<file path="config.mk">
export PLATFORM = sky130hd
export DESIGN_NAME = mem_access_unit
export DESIGN_NICKNAME = d
export VERILOG_FILES = /design/src/rtl/rv_mem_pkg.sv /design/src/rtl/load_extend.sv /design/src/rtl/mem_access_unit.sv
export SDC_FILE = /design/constraint.sdc
export NUM_CORES = 1
export LEC_CHECK = 0
export BUFFER_PORTS_ARGS = -buffer_cell sky130_fd_sc_hd__buf_2
export CAP_MARGIN = 20
export CORE_UTILIZATION = 51
export CTS_CLUSTER_DIAMETER = 60
export DETAILED_ROUTE_END_ITERATION = 8
export PLACE_DENSITY = 0.82
export SETUP_SLACK_MARGIN = 0.05
export SLEW_MARGIN = 0
export SYNTH_ARGS = -nofsm -noshare
export SYNTH_HDL_FRONTEND = slang
export SYNTH_SLANG_ARGS = --single-unit
</file>
<file path="constraint.sdc">
create_clock -name clk -period 3.53 [get_ports clk]
set_clock_uncertainty 0.1 [all_clocks]
set_input_delay 0.706 -clock clk [delete_from_list [all_inputs] [get_ports clk]]
set_output_delay 0.706 -clock clk [all_outputs]
set_load 0.05 [all_outputs]
</file>
<file path="src/rtl/rv_mem_pkg.sv">
// Shared funct3 codes, FSM encoding and defaults for the MEM-stage load/store unit.
package rv_mem_pkg;

    localparam logic [2:0] F3_B  = 3'b000;
    localparam logic [2:0] F3_H  = 3'b001;
    localparam logic [2:0] F3_W  = 3'b010;
    localparam logic [2:0] F3_BU = 3'b100;
    localparam logic [2:0] F3_HU = 3'b101;

    localparam int unsigned TIMEOUT_DEFAULT = 16;

    typedef enum logic [1:0] {
        ST_IDLE = 2'd0,
        ST_WAIT = 2'd1,
        ST_RESP = 2'd2
    } state_e;

    function automatic logic f3_is_byte(input logic [2:0] f3);
        return (f3 == F3_B) || (f3 == F3_BU);
    endfunction

    // Any code that is neither byte nor half is treated as a word access.
    function automatic logic f3_is_half(input logic [2:0] f3);
        return (f3 == F3_H) || (f3 == F3_HU);
    endfunction

endpackage

</file>
<file path="src/rtl/load_extend.sv">
// Selects the addressed byte/half lane of a bus read word and sign- or zero-extends it.
module load_extend
    import rv_mem_pkg::*;
(
    input  logic [31:0] rdata_i,
    input  logic [1:0]  offset_i,
    input  logic [2:0]  funct3_i,
    output logic [31:0] result_o
);

    logic [31:0] byte_sh;
    logic [7:0]  b;
    logic [15:0] h;

    always_comb begin
        byte_sh = rdata_i >> {offset_i, 3'b000};
        b       = byte_sh[7:0];
        // Half accesses only look at offset[1]; a set offset[0] is ignored.
        h       = offset_i[1] ? rdata_i[31:16] : rdata_i[15:0];
        case (funct3_i)
            F3_B:    result_o = {{24{b[7]}}, b};
            F3_BU:   result_o = {24'h0, b};
            F3_H:    result_o = {{16{h[15]}}, h};
            F3_HU:   result_o = {16'h0, h};
            default: result_o = rdata_i;
        endcase
    end

endmodule

</file>
<file path="src/rtl/mem_access_unit.sv">
// MEM-stage load/store unit: req/ready bus master with stall, timeout and load extension.
// Optional misaligned-access trap enabled by defining MISALIGN_TRAP_EN.
module mem_access_unit
    import rv_mem_pkg::*;
#(
    parameter int unsigned TIMEOUT_CYCLES = TIMEOUT_DEFAULT
) (
    input  logic        clk,
    input  logic        reset_n,
    input  logic        MemReadM,
    input  logic        MemWriteM,
    input  logic [2:0]  Funct3M,
    input  logic [31:0] ALUResultM,
    input  logic [31:0] WriteDataM,
    output logic        mem_req,
    output logic        mem_we,
    output logic [31:0] mem_addr,
    output logic [3:0]  mem_be,
    output logic [31:0] mem_wdata,
    input  logic        mem_ready,
    input  logic [31:0] mem_rdata,
    output logic [31:0] ReadDataM,
    output logic        StallM,
    output logic        BusErrM,
    output logic        MisalignM
);

    localparam logic [7:0] TimeoutLimit = 8'(TIMEOUT_CYCLES);

    state_e      state_q, state_d;
    logic [31:0] addr_q, addr_d;
    logic [3:0]  be_q, be_d;
    logic [31:0] wdata_q, wdata_d;
    logic        we_q, we_d;
    logic [2:0]  f3_q, f3_d;
    logic [7:0]  cnt_q, cnt_d;
    logic [31:0] rdata_q, rdata_d;
    logic        err_q, err_d;

    logic        access;
    logic        misalign;
    logic [3:0]  live_be;
    logic [31:0] live_wdata;
    logic [1:0]  ext_off;
    logic [2:0]  ext_f3;
    logic [31:0] ext_data;

    // Gating with reset_n keeps every output low while reset is held, even with live inputs.
    assign access = (MemReadM | MemWriteM) & reset_n;

    always_comb begin
        if (f3_is_byte(Funct3M)) begin
            live_be    = 4'b0001 << ALUResultM[1:0];
            live_wdata = {24'h0, WriteDataM[7:0]} << {ALUResultM[1:0], 3'b000};
        end else if (f3_is_half(Funct3M)) begin
            live_be    = ALUResultM[1] ? 4'b1100 : 4'b0011;
            live_wdata = {16'h0, WriteDataM[15:0]} << {ALUResultM[1], 4'b0000};
        end else begin
            live_be    = 4'b1111;
            live_wdata = WriteDataM;
        end
    end

`ifdef MISALIGN_TRAP_EN
    always_comb begin
        misalign = 1'b0;
        if (access) begin
            if (f3_is_half(Funct3M)) begin
                misalign = ALUResultM[0];
            end else if (!f3_is_byte(Funct3M)) begin
                misalign = (ALUResultM[1:0] != 2'b00);
            end
        end
    end
`else
    assign misalign = 1'b0;
`endif

    assign ext_off = (state_q == ST_IDLE) ? ALUResultM[1:0] : addr_q[1:0];
    assign ext_f3  = (state_q == ST_IDLE) ? Funct3M : f3_q;

    load_extend u_load_extend (
        .rdata_i  (mem_rdata),
        .offset_i (ext_off),
        .funct3_i (ext_f3),
        .result_o (ext_data)
    );

    always_comb begin
        state_d   = state_q;
        addr_d    = addr_q;
        be_d      = be_q;
        wdata_d   = wdata_q;
        we_d      = we_q;
        f3_d      = f3_q;
        cnt_d     = cnt_q;
        rdata_d   = rdata_q;
        err_d     = err_q;
        mem_req   = 1'b0;
        mem_we    = 1'b0;
        mem_addr  = 32'h0;
        mem_be    = 4'b0000;
        mem_wdata = 32'h0;
        ReadDataM = 32'h0;
        StallM    = 1'b0;
        BusErrM   = 1'b0;
        MisalignM = 1'b0;

        unique case (state_q)
            ST_IDLE: begin
                if (misalign) begin
                    MisalignM = 1'b1;
                end else if (access) begin
                    mem_req   = 1'b1;
                    mem_we    = MemWriteM;
                    mem_addr  = {ALUResultM[31:2], 2'b00};
                    mem_be    = live_be;
                    mem_wdata = MemWriteM ? live_wdata : 32'h0;
                    if (mem_ready) begin
                        ReadDataM = MemWriteM ? 32'h0 : ext_data;
                    end else begin
                        StallM  = 1'b1;
                        addr_d  = ALUResultM;
                        be_d    = live_be;
                        wdata_d = MemWriteM ? live_wdata : 32'h0;
                        we_d    = MemWriteM;
                        f3_d    = Funct3M;
                        cnt_d   = 8'd0;
                        err_d   = 1'b0;
                        state_d = ST_WAIT;
                    end
                end
            end
            ST_WAIT: begin
                mem_req   = 1'b1;
                mem_we    = we_q;
                mem_addr  = {addr_q[31:2], 2'b00};
                mem_be    = be_q;
                mem_wdata = wdata_q;
                StallM    = 1'b1;
                cnt_d     = cnt_q + 8'd1;
                if (mem_ready) begin
                    rdata_d = we_q ? 32'h0 : ext_data;
                    state_d = ST_RESP;
                end else if (cnt_d >= TimeoutLimit) begin
                    rdata_d = 32'h0;
                    err_d   = 1'b1;
                    state_d = ST_RESP;
                end
            end
            ST_RESP: begin
                ReadDataM = rdata_q;
                BusErrM   = err_q;
                err_d     = 1'b0;
                cnt_d     = 8'd0;
                state_d   = ST_IDLE;
            end
            default: state_d = ST_IDLE;
        endcase
    end

    always_ff @(posedge clk or negedge reset_n) begin
        if (!reset_n) begin
            state_q <= ST_IDLE;
            addr_q  <= 32'h0;
            be_q    <= 4'b0000;
            wdata_q <= 32'h0;
            we_q    <= 1'b0;
            f3_q    <= 3'b000;
            cnt_q   <= 8'd0;
            rdata_q <= 32'h0;
            err_q   <= 1'b0;
        end else begin
            state_q <= state_d;
            addr_q  <= addr_d;
            be_q    <= be_d;
            wdata_q <= wdata_d;
            we_q    <= we_d;
            f3_q    <= f3_d;
            cnt_q   <= cnt_d;
            rdata_q <= rdata_d;
            err_q   <= err_d;
        end
    end

endmodule

</file>
==> parameters.txt, run 1 <==
Parameter                              Value

Yosys
  Most used DFF post-synth    sky130_fd_sc_hd__dfrtp_1
  Synth Area in Simple Gates    20.3%
  Number of cells produced by synthesis    845
  Yosys top cell area share    41.0%
  Number of enable-type register cells in the synthesized netlist    0
  Synthesized-area fraction occupied by ao, oa, aoi and oai cells    29.9%
  Post-synthesis sequential element count    115
  Synth Warn #    0
  Area of the mapped netlist    7020 um2
  Post-Synth Adder-Cell Area    0.178%
  Number of distinct library cells after synthesis    63
  Commonest cells in the synthesized netlist    sky130_fd_sc_hd__nand2_1, sky130_fd_sc_hd__dfrtp_1, sky130_fd_sc_hd__o21ai_0
  Dominant cell by count in the synthesized netlist    sky130_fd_sc_hd__nand2_1
  Async S/R FF share, synth    100%
  Proportion of synthesized chip area in sequential cells    41.0%
  Fraction of synthesized area in multiplexers    2.57%
  Cell types occupying the most area after synthesis    sky130_fd_sc_hd__dfrtp_1, sky130_fd_sc_hd__nand2_1, sky130_fd_sc_hd__o21ai_0
  Dominant combinational cell family by area after synthesis    compound AO/OA/AOI/OAI gates
  Post-synthesis xor/xnor area fraction    0.250%
  Largest area contributor in the synthesized netlist    sky130_fd_sc_hd__dfrtp_1
  Mean post-synth cell area    8.31 um2

Pwr
  Register share of total power    33.4%
  Clock Power Share    30.0%
  Net switching power    0.00232 W
  Proportion of power drawn by combinational gates    36.6%
  Leakage power figure    4.43 nW
  Cell internal pwr    0.00358 W
  Switching power as a share of total power    39.3%
  Worst vdd rail ir drop    0.390 mV
  Power density relative to cell area    659 nW/um2

Floorplan
  Chip Height    119 um
  Io pins    209
  Core Footprint    13300 um2
  Row count    42
  Starting density of the core    52.6%
  Die Outline Area    14200 um2
  X dimension of the die    119 um

Clock network
  Clock buffer count from CTS    17
  Maximum buffer depth of the clock tree    2
  Post-CTS clock slew at the launch and capture registers of the worst setup and hold paths    0.06 ns
  CTS HTree Levels    4
  CTS root buffer    sky130_fd_sc_hd__clkbuf_16
  Number of setup buffers added after CTS    0
  Sink count of the clock tree    115
  CTS tree    yes
  Clock insertion delay at the later pin of the skew report    0.42 ns

Finish
  Number of inserted filler cells in the final layout    1096
  Area added between synthesis and finish    27.5%
  Layout net count    1132
  Share of cells above drive strength 1    30.5%
  Core occupancy in the finished layout    67.1%

Worst setup path
  Endpoint arrival time on the critical path    2.63 ns
  Critical Path End Type    output port
  Crit path required time    2.72 ns
  Critical Path Source Type    flop
  Critical path type    flop to output port
  Highest net fanout along the worst path    13

Routing
  Total Routed Length    22400 um
  DRC Markers    0
  Vias    7544
  Post-detailed-route wirelength per cell    18.4 um
  Detail-routed via count per cell    6.19
  1st-iter DRT viols    833
  First drt pass iteration count    6
  Number of nets with antenna violations after detailed routing    0

Global routing
  GRT Residual Overflow    0
  Initial antenna violation count    1
  Via count of the first global-routing pass    7059
  Pin count of the biggest net entering global routing    68
  Global-route wire length before repair    35500 um
  All-Layer GR Usage    31.6%

STA
  Relative slew slack    29.5%
  Transition at the pin with the smallest max-transition slack    1.05 ns
  Least setup slack across all paths after layout    0.0913 ns
  Final count of pins violating max slew    0
  Setup repair after global routing missed its margin    yes
  Count of final hold-check violations    0
  Post-route minimum period    3.44 ns
  Achievable clock frequency    291 MHz
  Final setup vio count    0
  Part of the cycle the worst path needs    97.4%

Job
  Max-cap viol count    0

Place
  Number of I/O port buffers    205
  Worst setup slack after placement    0.0175 ns
  Hpwl dp    15100 um
  Routability-driven placement congestion ratio    0.937

Run status
  Result of the run    finished clean

Worst hold path
  Tightest Hold Check Type    flop to flop
[state kept, by name, indices dropped and copies added, names as in the netlist]
name / flops
cnt_q: 8
state_q: 2
rdata_q: 32
f3_q: 3
be_q: 4
addr_q: 32
err_q: 1
we_q: 1
wdata_q: 32
[metrics by stage]
step	setup TNS, ns	area (um2)	hold WS (ns)	std cells	power [W]
final	0	8950	0.376	1219	0.00590
after detailed placement	0	8180	0.367	1182	0.00403
after global placement	0	8180	0.358	1182	0.00397
after CTS	0	8820	0.380	1215	0.00582
after global routing	-0.0150	8950	0.397	1217	0.00619
after floorplan	-3.29	7030	0.310	847	0.00349
[critical path, stage by stage (launching register included)]
cell and delay [ns]:
sky130_fd_sc_hd__dfrtp_1 0.41, sky130_fd_sc_hd__or2_4 0.37, sky130_fd_sc_hd__mux2_4 0.36, sky130_fd_sc_hd__nor2_4 0.25, sky130_fd_sc_hd__nand3_2 0.24, sky130_fd_sc_hd__a21oi_1 0.27, sky130_fd_sc_hd__buf_2 0.31
[timing repair]
action,in CTS,in global routing
pin swaps,0,3
endpoints found under the setup margin,31,64
endpoints found under the hold margin,3,0
resized for setup,8,33
hold buffers,1,0
cloned,0,1
[worst paths after layout]
kind,start,depth (start not counted),slack (ns),to
hold / removal,wdata_q[8],2,0.38,wdata_q[8]
setup / recovery,state_q[1],6,0.09,ReadDataM[15]
min in group asynchronous,reset_n,2,0.56,wdata_q[24]
max in group asynchronous,reset_n,3,1.69,wdata_q[20]
setup reg to reg,state_q[1],6,0.83,wdata_q[1]
hold reg to reg,wdata_q[8],2,0.38,wdata_q[8]
[cells by family (layout without fill, tap and decap cells)]
logic type | count (synthesis) | in the layout
AND/OR/NAND/NOR | 322 | 323
AO/OA/AOI/OAI | 307 | 307
flip-flops | 115 | 115
buffers and inverters | 83 | 275
multiplexers | 14 | 14
XOR/XNOR | 2 | 2
adder cells (fa/ha/maj) | 1 | 1
other | 1 | 6
[cell usage in the layout (no fill, tap or decap), drive strengths merged, types with 10 or more instances in the layout]
| cell type | n |
|---|---|
| a21oi | 28 |
| buf | 234 |
| a22oi | 45 |
| dfrtp | 115 |
| o21ai | 107 |
| nand2 | 218 |
| nor2 | 54 |
| o311ai | 32 |
| clkbuf | 24 |
| a22o | 47 |
| o31ai | 10 |
[area by class of cell]
class	count	area [um2]	share of cell area [%]
Multi-Input combinational cell	650	3890	43.5
Clock buffer	22	474	5.30
Tap cell	176	220	2.46
Inverter	6	22.5	0.252
Timing Repair Buffer	237	1330	14.8
Antenna cell	3	7.51	0.0839
Clock inverter	10	130	1.45
Sequential cell	115	2880	32.1
[power groups by stage]
stage	Clock (W)	Sequential, W	Combinational, W
4_1_cts	0.00178	0.00196	0.00209
3_5_place_dp	0	0.00197	0.00207
2_1_floorplan	0	0.00191	0.00159
6_report	0.00177	0.00197	0.00216
3_3_place_gp	0	0.00195	0.00202
5_1_grt	0.00185	0.00202	0.00232
[routing by layer]
layer	routed length [um]	vias up	global-route usage, %
met5	0	-	0
met4	637	0	14.0
met3	2230	65	7.38
met2	10700	464	49.9
met1	8880	3583	41.3
li1	-	3432	-
Note: power is estimated with default switching activity, not from simulation.
==> run 2, diff against run 1 <==
--- a/config.mk
+++ b/config.mk
@@ -5,7 +5,7 @@
 export SDC_FILE = /design/constraint.sdc
 export NUM_CORES = 1
 export LEC_CHECK = 0
-export BUFFER_PORTS_ARGS = -buffer_cell sky130_fd_sc_hd__buf_2
+export BUFFER_PORTS_ARGS = -buffer_cell sky130_fd_sc_hd__buf_4
 export CAP_MARGIN = 20
 export CORE_UTILIZATION = 51
 export CTS_CLUSTER_DIAMETER = 60
==> parameters.txt, run 2 (synthesis gave the netlist of run 1 again) <==
Parameter                              Value

Run status
  Result of the run    finished clean (unchanged)

Worst setup path
  Highest net fanout along the worst path    27 (was 13)
  Critical path type    flop to output port (unchanged)
  Endpoint arrival time on the critical path    2.66 ns (was 2.63 ns)
  Crit path required time    2.72 ns (about the same)
  Critical Path Source Type    flop (unchanged)
  Critical Path End Type    output port (unchanged)

Worst hold path
  Tightest Hold Check Type    flop to flop (unchanged)

Clock network
  Post-CTS clock slew at the launch and capture registers of the worst setup and hold paths    0.06 ns (about the same)
  CTS tree    yes (unchanged)
  Sink count of the clock tree    115 (unchanged)
  Clock buffer count from CTS    17 (unchanged)
  CTS HTree Levels    4 (unchanged)
  Maximum buffer depth of the clock tree    2 (unchanged)
  Clock insertion delay at the later pin of the skew report    0.42 ns (about the same)
  CTS root buffer    sky130_fd_sc_hd__clkbuf_16 (unchanged)

Routing
  Post-detailed-route wirelength per cell    18.6 um (was 18.4 um)
  DRC Markers    0 (unchanged)
  Detail-routed via count per cell    6.10 (was 6.19)
  Vias    7426 (was 7544)
  First drt pass iteration count    6 (unchanged)
  Total Routed Length    22600 um (was 22400 um)
  Number of nets with antenna violations after detailed routing    0 (unchanged)
  1st-iter DRT viols    974 (was 833)

Pwr
  Worst vdd rail ir drop    0.397 mV (was 0.390 mV)
  Power density relative to cell area    651 nW/um2 (was 659 nW/um2)
  Leakage power figure    4.56 nW (was 4.43 nW)
  Total power    0.00617 W (was 0.00590 W)

Place
  Hpwl dp    15300 um (was 15100 um)
  Number of I/O port buffers    205 (unchanged)
  Number of instances in the placed design    1183 (was 1182)
  Routability-driven placement congestion ratio    0.968 (was 0.937)

STA
  Part of the cycle the worst path needs    98.1% (was 97.4%)
  Final count of pins violating max slew    0 (unchanged)
  Setup repair after global routing missed its margin    yes (unchanged)
  Final sum of negative setup slack    0 ns (unchanged)
  Post-route minimum period    3.46 ns (was 3.44 ns)
  Count of final hold-check violations    0 (unchanged)
  Final setup vio count    0 (unchanged)
  Achievable clock frequency    289 MHz (was 291 MHz)
  Transition at the pin with the smallest max-transition slack    0.828 ns (was 1.05 ns)
  Relative slew slack    44.8% (was 29.5%)

Global routing
  GRT Residual Overflow    0 (unchanged)
  Initial antenna violation count    0 (was 1)
  Via count of the first global-routing pass    7299 (was 7059)
  All-Layer GR Usage    32.6% (was 31.6%)
  Pin count of the biggest net entering global routing    63 (was 68)
  Global-route wire length before repair    36500 um (was 35500 um)

Finish
  Diode count    0 (was 3)
  Leading cell types in the layout, fill and taps excluded    sky130_fd_sc_hd__buf_4, sky130_fd_sc_hd__nand2_1, sky130_fd_sc_hd__dfrtp_1 (was sky130_fd_sc_hd__nand2_1, sky130_fd_sc_hd__buf_2, sky130_fd_sc_hd__dfrtp_1)
  Layout net count    1133 (was 1132)
  Most frequent standard cell in the layout excluding fill and tap cells    sky130_fd_sc_hd__buf_4 (was sky130_fd_sc_hd__nand2_1)
  Share of cells above drive strength 1    30.4% (was 30.5%)
  Area added between synthesis and finish    34.9% (was 27.5%)
  Largest regs    addr_q: 32 flops, rdata_q: 32 flops, wdata_q: 32 flops (unchanged)
  Count of placed standard cells in the final layout, fillers left out    1217 (was 1219)

Job
  Max-cap viol count    0 (unchanged)

Floorplan
  Starting density of the core    52.6% (unchanged)
  Io pins    209 (unchanged)
  Row count    42 (unchanged)
  X dimension of the die    119 um (unchanged)
  Die Outline Area    14200 um2 (unchanged)
  Chip Height    119 um (unchanged)
  Core Footprint    13300 um2 (unchanged)
run 2: cell types whose count changed in the layout (fill, tap and decap cells not counted), moves of 3 or more:
cell                       delta
sky130_fd_sc_hd__o21ai_2      +3
sky130_fd_sc_hd__buf_2      -194
sky130_fd_sc_hd__clkinv_2     -4
sky130_fd_sc_hd__diode_2      -3
sky130_fd_sc_hd__buf_4      +196
run 2: cell type report:
class | count | area (um2)
Timing Repair Buffer | 239 | 1830
Inverter | 6 | 22.5
Fill cell | 1053 | 3880
Clock buffer | 21 | 470
Sequential cell | 115 | 2880
Multi-Input combinational cell | 649 | 3850
Clock inverter | 11 | 198
Tap cell | 176 | 220
run 2: routing by layer:
metal  global-route usage [%]  wire, um  up-vias
met5                        0         0        -
met4                     13.8       618        0
met3                     9.15      2080       54
met2                     51.2     10900      374
met1                     42.2      9010     3571
li1                         -         -     3427
run 2: final timing paths:
check                      startpoint      endpoint  slack (ns)  depth (start not counted)
setup / recovery           state_q[1]  ReadDataM[3]        0.07                          8
hold / removal             addr_q[14]    addr_q[14]        0.38                          2
setup reg to reg           state_q[1]    rdata_q[4]        1.22                          7
hold reg to reg            addr_q[14]    addr_q[14]        0.38                          2
max in group asynchronous     reset_n    addr_q[30]        1.34                          4
min in group asynchronous     reset_n      cnt_q[0]        0.56                          2
run 2: worst max-delay path, stage by stage (launching register included):
cell	delay, ns
sky130_fd_sc_hd__dfrtp_1	0.41
sky130_fd_sc_hd__buf_4	0.25
sky130_fd_sc_hd__nor4b_1	0.35
sky130_fd_sc_hd__buf_4	0.19
sky130_fd_sc_hd__a21o_1	0.12
sky130_fd_sc_hd__o21ai_2	0.15
sky130_fd_sc_hd__a221oi_1	0.43
sky130_fd_sc_hd__o21ai_1	0.12
sky130_fd_sc_hd__buf_4	0.20
run 2: repair_timing:
action                                  in CTS  in global routing
gates resized for setup                      4                 17
endpoints found under the setup margin      31                 66
setup buffers                                1                  0
pin swaps                                    0                  1
endpoints found under the hold margin        4                  0
cloned                                       0                  0
hold buffers                                 1                  0
run 2: report_power, final:
group	switching [W]	internal, W	leakage (nW)	total [W]
sequential	0.000246	0.00173	1.48	0.00197
clock	0.000624	0.00131	0.324	0.00194
combinational	0.00146	0.000800	2.75	0.00226
run 2: through the flow:
step | hold slack, ns | utilization, % | setup slack (ns) | cell area (um2)
finish | 0.376 | 70.9 | 0.0658 | 9470
global route | 0.376 | 70.9 | -0.0266 | 9470
CTS | 0.373 | 70.4 | 0.0247 | 9390
detailed placement | 0.365 | 65.1 | 0.100 | 8700
floorplan | 0.310 | - | -0.208 | 7030
global placement | 0.359 | 65.1 | 0.0887 | 8700
==> run 3, diff against run 2 <==
--- a/config.mk
+++ b/config.mk
@@ -6,11 +6,12 @@
 export NUM_CORES = 1
 export LEC_CHECK = 0
 export BUFFER_PORTS_ARGS = -buffer_cell sky130_fd_sc_hd__buf_4
-export CAP_MARGIN = 20
-export CORE_UTILIZATION = 51
+export CELL_PAD_IN_SITES_DETAIL_PLACEMENT = 1
+export CELL_PAD_IN_SITES_GLOBAL_PLACEMENT = 1
+export CORE_UTILIZATION = 38
 export CTS_CLUSTER_DIAMETER = 60
 export DETAILED_ROUTE_END_ITERATION = 8
-export PLACE_DENSITY = 0.82
+export PLACE_DENSITY = 0.84
 export SETUP_SLACK_MARGIN = 0.05
 export SLEW_MARGIN = 0
 export SYNTH_ARGS = -nofsm -noshare
==> parameters.txt, run 3 (synthesis gave the netlist of run 1 again) <==
Parameter                              Value

Worst setup path
  Delay of the slowest critical-path stage    0.43 ns (about the same)
  Critical path type    flop to output port (unchanged)
  Critical-path cell list    or2_4, buf_4, mux2_4, nor2_2, a21oi_2, buf_12, o311ai_2, buf_6 (was buf_4, nor4b_1, buf_4, a21o_1, o21ai_2, a221oi_1, o21ai_1, buf_4)
  Highest net fanout along the worst path    32 (was 27)
  Crit path required time    2.72 ns (about the same)
  Number of cells traversed by the worst register-to-register path    6 (was 7)
  Critical Path Source Type    flop (unchanged)
  Endpoint arrival time on the critical path    2.65 ns (was 2.66 ns)
  Count of buffer and inverter cells on the critical path    3 (unchanged)
  Critical Path End Type    output port (unchanged)
  R2R Setup Slk    0.85 ns (was 1.22 ns)
  Slowest cell on the critical path    sky130_fd_sc_hd__dfrtp_2 (was sky130_fd_sc_hd__a221oi_1)
  R2R Path Start    state_q[1] (unchanged)
  Worst r2r dst    wdata_q[7] (was rdata_q[4])
  Kind of cell with the highest combined delay on the critical path    buffers and inverters (was compound AO/OA/AOI/OAI gates)

Clock network
  Post-CTS Hold Buffers    0 (was 1)
  Post-CTS clock slew at the launch and capture registers of the worst setup and hold paths    0.05 ns (was 0.06 ns)
  Clock insertion delay at the later pin of the skew report    0.41 ns (was 0.42 ns)
  CTS tree    yes (unchanged)
  CTS HTree Levels    4 (unchanged)
  Sink count of the clock tree    115 (unchanged)
  Clock buffer count from CTS    17 (unchanged)
  CTS root buffer    sky130_fd_sc_hd__clkbuf_16 (unchanged)
  Maximum buffer depth of the clock tree    2 (unchanged)

Place
  Routability-driven placement congestion ratio    0.907 (was 0.968)
  Worst setup slack after placement    0.0167 ns (was 0.100 ns)
  Hpwl dp    17800 um (was 15300 um)
  Number of instances in the placed design    1235 (was 1183)
  Number of I/O port buffers    205 (unchanged)

Pwr
  Leakage power figure    4.60 nW (was 4.56 nW)
  Power density relative to cell area    643 nW/um2 (was 651 nW/um2)
  Register share of total power    31.8% (was 32.0%)
  Net switching power    0.00242 W (was 0.00233 W)
  Total power    0.00623 W (was 0.00617 W)
  Clock Power Share    30.1% (was 31.4%)
  Proportion of power drawn by combinational gates    38.1% (was 36.6%)
  Switching power as a share of total power    38.8% (was 37.7%)
  Worst vdd rail ir drop    0.438 mV (was 0.397 mV)
  Cell internal pwr    0.00381 W (was 0.00384 W)

Routing
  Number of nets with antenna violations after detailed routing    0 (unchanged)
  1st-iter DRT viols    420 (was 974)
  DRC Markers    0 (unchanged)
  Detail-routed via count per cell    6.01 (was 6.10)
  Post-detailed-route wirelength per cell    21.1 um (was 18.6 um)
  Total Routed Length    26900 um (was 22600 um)
  First drt pass iteration count    5 (was 6)
  Vias    7645 (was 7426)

Floorplan
  Die Outline Area    19000 um2 (was 14200 um2)
  X dimension of the die    138 um (was 119 um)
  Row count    49 (was 42)
  Io pins    209 (unchanged)
  Core Footprint    18000 um2 (was 13300 um2)
  Starting density of the core    38.9% (was 52.6%)
  Chip Height    138 um (was 119 um)

STA
  Final count of pins violating max slew    0 (unchanged)
  Transition at the pin with the smallest max-transition slack    0.978 ns (was 0.828 ns)
  Final setup vio count    0 (unchanged)
  Count of final hold-check violations    0 (unchanged)
  Final sum of negative setup slack    0 ns (unchanged)
  Relative slew slack    34.3% (was 44.8%)
  Part of the cycle the worst path needs    97.9% (was 98.1%)
  Post-route minimum period    3.46 ns (about the same)
  Achievable clock frequency    289 MHz (about the same)
  Least setup slack across all paths after layout    0.0734 ns (was 0.0658 ns)
  Setup repair after global routing missed its margin    yes (unchanged)

Worst hold path
  Tightest Hold Check Type    input pin to asynchronous set/reset pin (was flop to flop)

Finish
  Diode count    0 (unchanged)
  Leading cell types in the layout, fill and taps excluded    sky130_fd_sc_hd__buf_4, sky130_fd_sc_hd__nand2_1, sky130_fd_sc_hd__dfrtp_1 (unchanged)
  Largest regs    addr_q: 32 flops, rdata_q: 32 flops, wdata_q: 32 flops (unchanged)
  Share of cells above drive strength 1    31.8% (was 30.4%)
  Number of inserted filler cells in the final layout    2159 (was 1053)
  Count of placed standard cells in the final layout, fillers left out    1271 (was 1217)
  Area added between synthesis and finish    38.0% (was 34.9%)
  Most frequent standard cell in the layout excluding fill and tap cells    sky130_fd_sc_hd__buf_4 (unchanged)
  Layout net count    1135 (was 1133)

Run status
  Result of the run    finished clean (unchanged)

Global routing
  Initial antenna violation count    0 (unchanged)
  Pin count of the biggest net entering global routing    77 (was 63)
  Via count of the first global-routing pass    7729 (was 7299)
  GRT Residual Overflow    0 (unchanged)
  Global-route wire length before repair    41000 um (was 36500 um)
  All-Layer GR Usage    28.2% (was 32.6%)

Job
  Max-cap viol count    0 (unchanged)
==> run 3: cell count changes in the layout (fill, tap and decap cells not counted), moves of 8 or more <==
cell                       delta
sky130_fd_sc_hd__buf_4        -8
sky130_fd_sc_hd__buf_6        +9
sky130_fd_sc_hd__o311ai_2    +10
sky130_fd_sc_hd__o311ai_1    -12
==> run 3: worst max path at each step <==
| stage | depth (start not counted) | start | slack [ns] | to |
|---|---|---|---|---|
| after floorplan | 7 | ALUResultM[1] | -0.21 | ReadDataM[24] |
| final | 8 | state_q[1] | 0.07 | ReadDataM[22] |
| after detailed placement | 7 | ALUResultM[1] | 0.02 | ReadDataM[0] |
| after CTS | 8 | state_q[0] | 0.03 | ReadDataM[24] |
| after global placement | 7 | ALUResultM[1] | 0.03 | ReadDataM[4] |
| after global routing | 8 | state_q[1] | 0.005 | ReadDataM[30] |
==> run 3: per-layer routing <==
layer	track usage, %	part of all wire [%]	vias up
met4	10.9	2.8	0
met3	6.80	7.7	58
li1	-	-	3424
met5	0	0	-
met2	46.9	49	330
met1	35.3	41	3833
==> run 3: area by class of cell <==
| class | count | area, um2 | share of cell area (%) |
|---|---|---|---|
| clock buffer | 23 | 488 | 5.04 |
| tap | 229 | 287 | 2.96 |
| multi-input combinational | 649 | 3960 | 40.9 |
| sequential | 115 | 2880 | 29.7 |
| timing repair buffer | 241 | 1900 | 19.6 |
| clock inverter | 8 | 149 | 1.54 |
| inverter | 6 | 22.5 | 0.233 |
==> run 3: repair_timing <==
action                                  CTS  global route
buffers inserted                          4             1
gates resized for setup                  26            20
endpoints found under the setup margin   32            30
pin swaps                                 1             0
==> run 3: power groups by stage <==
stage	clock [W]	combinational [W]	sequential (W)
2_1_floorplan	0	0.00159	0.00191
3_3_place_gp	0	0.00219	0.00196
3_5_place_dp	0	0.00224	0.00198
4_1_cts	0.00191	0.00232	0.00197
5_1_grt	0.00196	0.00254	0.00202
6_report	0.00188	0.00237	0.00198
==> run 3: through the flow <==
stage | util, % | hold slack [ns] | instance area (um2)
floorplan | - | 0.310 | 7030
global placement | 48.6 | 0.358 | 8750
detailed placement | 48.6 | 0.365 | 8750
CTS | 53.1 | 0.236 | 9570
global route | 53.7 | 0.258 | 9690
finish | 53.7 | 0.234 | 9690
